`src/rtl/regfile_if.sv`:
```
// Register file access bus: one write port and two combinational read ports.
// The master (decode/writeback side) drives addresses and write data; the slave returns read data.
interface regfile_if #(
    parameter int unsigned XLEN = 32,
    parameter int unsigned AW   = 5
);
    logic            we;
    logic [AW-1:0]   waddr;
    logic [XLEN-1:0] wdata;
    logic [AW-1:0]   raddr1;
    logic [AW-1:0]   raddr2;
    logic [XLEN-1:0] rdata1;
    logic [XLEN-1:0] rdata2;

    modport master (
        output we, waddr, wdata, raddr1, raddr2,
        input  rdata1, rdata2
    );

    modport slave (
        input  we, waddr, wdata, raddr1, raddr2,
        output rdata1, rdata2
    );
endinterface

```
`src/rtl/regfile.sv`:
```
// 32-entry integer register file: two combinational read ports, one synchronous write port.
// x0 reads as zero and ignores writes; optional same-cycle write-to-read bypass.
module regfile #(
    parameter int unsigned XLEN         = 32,
    parameter int unsigned NREGS        = 32,
    parameter int unsigned AW           = 5,
    parameter int unsigned WRITE_BYPASS = 0
) (
    input logic      clk,
    input logic      rst_n,
    regfile_if.slave bus
);
    localparam bit Bypass = (WRITE_BYPASS != 0);

    if (AW != $clog2(NREGS)) begin : g_bad_aw
        $error("regfile: AW must equal log2(NREGS)");
    end
    if ((NREGS & (NREGS - 1)) != 0) begin : g_bad_nregs
        $error("regfile: NREGS must be a power of two");
    end

    logic [XLEN-1:0] regs_q [NREGS];

    // Entry 0 is only ever reset, so it stays zero; reads also force zero for address 0.
    always_ff @(posedge clk or negedge rst_n) begin
        if (!rst_n) begin
            for (int i = 0; i < NREGS; i++) begin
                regs_q[i] <= '0;
            end
        end else if (bus.we && (bus.waddr != '0)) begin
            regs_q[bus.waddr] <= bus.wdata;
        end
    end

    always_comb begin
        bus.rdata1 = '0;
        if (rst_n && (bus.raddr1 != '0)) begin
            bus.rdata1 = regs_q[bus.raddr1];
            if (Bypass && bus.we && (bus.waddr == bus.raddr1)) begin
                bus.rdata1 = bus.wdata;
            end
        end
    end

    always_comb begin
        bus.rdata2 = '0;
        if (rst_n && (bus.raddr2 != '0)) begin
            bus.rdata2 = regs_q[bus.raddr2];
            if (Bypass && bus.we && (bus.waddr == bus.raddr2)) begin
                bus.rdata2 = bus.wdata;
            end
        end
    end
endmodule

```
`src/flat_wrapper.sv`:
```
// flat-port wrapper written by rule: the top's interface ports become plain ports
module regfile_flat 
#(
    parameter int unsigned XLEN         = 32,
    parameter int unsigned NREGS        = 32,
    parameter int unsigned AW           = 5,
    parameter int unsigned WRITE_BYPASS = 0
)
  (clk, rst_n, bus_we, bus_waddr, bus_wdata, bus_raddr1, bus_raddr2, bus_rdata1, bus_rdata2);
  regfile_if #(.XLEN(XLEN), .AW(AW)) bus_i ();
  input logic clk;
  input logic rst_n;
  input wire logic [$bits(bus_i.we)-1:0] bus_we;
  input wire logic [$bits(bus_i.waddr)-1:0] bus_waddr;
  input wire logic [$bits(bus_i.wdata)-1:0] bus_wdata;
  input wire logic [$bits(bus_i.raddr1)-1:0] bus_raddr1;
  input wire logic [$bits(bus_i.raddr2)-1:0] bus_raddr2;
  output wire logic [$bits(bus_i.rdata1)-1:0] bus_rdata1;
  output wire logic [$bits(bus_i.rdata2)-1:0] bus_rdata2;
  assign bus_i.we = bus_we;
  assign bus_i.waddr = bus_waddr;
  assign bus_i.wdata = bus_wdata;
  assign bus_i.raddr1 = bus_raddr1;
  assign bus_i.raddr2 = bus_raddr2;
  assign bus_rdata1 = bus_i.rdata1;
  assign bus_rdata2 = bus_i.rdata2;
  regfile #(.XLEN(XLEN), .NREGS(NREGS), .AW(AW), .WRITE_BYPASS(WRITE_BYPASS)) u_core (.clk(clk), .rst_n(rst_n), .bus(bus_i));
endmodule
```
`config.mk`:
```
export PLATFORM = sky130hd
export DESIGN_NAME = regfile_flat
export DESIGN_NICKNAME = d
export VERILOG_FILES = /design/src/rtl/regfile_if.sv /design/src/rtl/regfile.sv /design/src/flat_wrapper.sv
export SDC_FILE = /design/constraint.sdc
export NUM_CORES = 2
export LEC_CHECK = 0
export BUFFER_PORTS_ARGS = -buffer_cell sky130_fd_sc_hd__buf_2
export CAP_MARGIN = 5
export CORE_ASPECT_RATIO = 0.7
export CORE_MARGIN = 2
export CORE_UTILIZATION = 45
export CTS_CLUSTER_SIZE = 14
export DETAILED_ROUTE_END_ITERATION = 10
export GPL_TIMING_DRIVEN = 0
export MAX_ROUTING_LAYER = met4
export PLACE_DENSITY = 0.56
export SYNTH_ARGS = -nofsm -noshare
export SYNTH_HDL_FRONTEND = slang
export SYNTH_SLANG_ARGS = --single-unit
```
`constraint.sdc`:
```
create_clock -name clk -period 2.5 [get_ports clk]
set_clock_uncertainty 0.05 [all_clocks]
set_input_delay 0.25 -clock clk [delete_from_list [all_inputs] [get_ports clk]]
set_output_delay 0.25 -clock clk [all_outputs]
set_load 0.03 [all_outputs]
```
==> flow_metrics.env <==
export IMPL_status="finished, violations left"
export IMPL_violations="setup timing"
export IMPL_syn_avg_cell_area_sq_um=14.63
export IMPL_drc=0
export IMPL_hold_viol=0
export IMPL_drt_iter0_drc=5785
export IMPL_first_pass_iters=6
export IMPL_critPathArrivalTime_ns=2.67
export IMPL_grt_pass1_wl_um=339700
export IMPL_path_class="input pin to primary output"
export IMPL_synth_cell_area_sq_um=54660
export IMPL_synthFlopType="dfrtp_1"
export IMPL_dieArea_sq_um=124300
export IMPL_min_path_type="input pin to async pin"
export IMPL_netlist_top_cell_by_area="dfrtp_1"
export IMPL_htree_levels=3
export IMPL_port_buffers=107
export IMPL_worstMarginPinSlew_ns=1.449
export IMPL_cp_required_ns=2.20
export IMPL_regArea_sq_um=25620
export IMPL_wl_per_cell_um=43.76
export IMPL_fp_coreArea_sq_um=119900
export IMPL_fmax_ghz=0.3363
export IMPL_synth_edf_count=0
export IMPL_place_ws_ns=-1.754
export IMPL_num_io_pins=114
export IMPL_overflow=0
export IMPL_area_growth_pct=19.95
export IMPL_ys_ff_latch=1024
export IMPL_finalCritPeriodShare_pct=118.9
export IMPL_relSlewSlack_pct=3.411
export IMPL_placed_cells=5485
export IMPL_cts_buffer_depth=3
export IMPL_fin_nets=4144
export IMPL_clkLatencyLatePin_ns=0.75
export IMPL_cts_tree="built"
export IMPL_utilization_pct=54.68
export IMPL_largest_reg_flops=1024
export IMPL_fin_cells=5821
export IMPL_drv_cap=0
export IMPL_worstPathMaxFanout=10
export IMPL_synthTopCellsByArea="dfrtp_1 (47%), mux2_2 (21%), mux4_2 (15%)"
export IMPL_cts_buffers=108
export IMPL_critPathCaptureType="primary output"
export IMPL_globalRouteTotalUtil_pct=42.29
export IMPL_synth_cell_types=37
export IMPL_hold_slack_ns=0.1484
export IMPL_yosysWarnings=0
export IMPL_p_int_mw=36.67
export IMPL_viasPerCell=6.906
export IMPL_syn_inst=3735
export IMPL_syn_nets=3785
export IMPL_rows=106
export IMPL_switchingPower_mw=16.22
export IMPL_grt_max_degree=163
export IMPL_dp_hpwl_um=172700
export IMPL_die_w_um=420.5
export IMPL_grt_pass1_vias=38450
export IMPL_place_congestion=1.023
export IMPL_stdcell_area_sq_um=65560
export IMPL_total_power_mw=52.89
export IMPL_detail_route_antenna_nets=0
export IMPL_wl_um=254700
export IMPL_setup_violations=64
export IMPL_place_area_sq_um=57770
export IMPL_reg_top3="u_core.regs_q x1024"
export IMPL_final_setup_worst_slack_ns=-0.4733
export IMPL_synth_seq_area_share_pct=46.88
export IMPL_p_leak_nw=28.66
export IMPL_pwr_share_seq_pct=42.0
export IMPL_grt_setup_unrepaired="yes"
export IMPL_setup_tns_ns=-20.35
export IMPL_combPwrFrac_pct=24.3
export IMPL_initial_core_util_pct=45.59
export IMPL_critPathLaunchType="input pin"
export IMPL_nFillCells=10030
export IMPL_cellPowerDensity_nw_per_um2=806.7
export IMPL_synth_top_area_share_pct=46.88
export IMPL_antenna_found_initial=24
export IMPL_cts_sinks=1024
export IMPL_num_vias=40200
export IMPL_synth_async_sr_flop_share_pct=100.0
export IMPL_power_frac_clock_pct=33.7
export IMPL_clk_pin_slew_ns=0.06
export IMPL_yosys_top_cells_count="dfrtp_1 (1,024), mux2_2 (1,023), mux2i_1 (368), mux4_2 (368), clkbuf_1 (228)"
export IMPL_final_layout_size_suffix_gt1_share_pct=52.35
export IMPL_die_h_um=295.6
export IMPL_clockRootBuffer="clkbuf_16"
export IMPL_peakVddDrop_mv=0.6199
export IMPL_maxSlewViolCount=0
export IMPL_synth_most_common_cell="dfrtp_1"
export IMPL_netSwitchingFraction_pct=30.67
export IMPL_multi_input_area_sq_um=28770
export IMPL_fin_crit_ns=2.973
export IMPL_top_register="u_core.regs_q"
-- critical path, cell delays in order --
cell,delay (ns)
buf_2,0.24
buf_2,0.37
buf_4,0.44
mux2i_1,0.29
o221ai_1,0.19
a21oi_4,0.49
a211oi_2,0.17
buf_4,0.21
-- layout by cell type (no fill, tap or decap), types with 37 or more instances in the layout --
cell           netlist  layout
buf_6                6      85
clkbuf_1           228     174
buf_2              119      81
clkbuf_16            0     112
dfrtp_1           1024    1024
o221ai_1            84      52
dlygate4sd3_1        0      37
buf_4               23     136
nand2_1             97      81
mux2i_1            368     351
nand3_1             59      52
mux2_2            1023     977
mux4_2             368     368
mux2_4               0      46
buf_1               48      46
-- cells by family after synthesis --
| family | count (synthesis) | share of synthesized area [%] |
|---|---|---|
| buf+inv | 425 | 3.432 |
| simple gates | 221 | 1.909 |
| mux | 1784 | 43.50 |
| flops | 1024 | 46.88 |
| compound gates | 281 | 4.281 |
-- layout make-up --
type / instances / share of cell area (%)
Multi-Input combinational cell: 2286 / 43.89
Sequential cell: 1024 / 39.09
Clock buffer: 156 / 4.890
Buffer: 422 / 4.218
Timing Repair Buffer: 251 / 3.832
Tap cell: 1620 / 3.092
Clock inverter: 43 / 0.9218
Antenna cell: 18 / 0.06871
Inverter: 1 / 0.005726
-- timing repair --
action | 4_1_cts | 5_1_grt
buffers inserted | 49 | 27
resized for setup | 618 | 77
hold endpoints to repair | 535 | 0
pin swaps | 43 | 24
hold buffers | 41 | 0
gates cloned | 4 | 0
setup endpoints to repair | 64 | 64
-- per-layer routing --
metal / up-vias / track usage [%] / routed length (um)
li1: 15110 / - / -
met1: 21640 / 56.58 / 104200
met2: 2830 / 53.21 / 99600
met3: 620 / 21.45 / 38720
met4: 0 / 17.49 / 12250
met5: - / - / 0
-- power groups by stage --
stage	clock network [mW]	logic, mW	registers, mW
floorplan	0	7.59	21.5
finish	17.8	12.9	22.2
detailed placement	0	10.9	22.3
CTS	17.8	12.2	22.0
global route	18.5	13.3	22.5
global placement	0	10.7	22.3
-- final timing paths --
| kind | start | endpoint | slack, ns | depth (start not counted) |
|---|---|---|---|---|
| setup / recovery | bus_raddr1[0] | bus_rdata1[20] | -0.47 | 8 |
| hold / removal | rst_n | u_core.regs_q[207] | 0.15 | 3 |
| setup reg to reg | u_core.regs_q[870] | u_core.regs_q[870] | 1.42 | 3 |
| hold reg to reg | u_core.regs_q[1022] | u_core.regs_q[1022] | 0.43 | 1 |
| max in group asynchronous | rst_n | u_core.regs_q[612] | 0.28 | 7 |
| min in group clk | bus_waddr[0] | u_core.regs_q[864] | 0.18 | 4 |
Power figures use the tool's default switching activity.
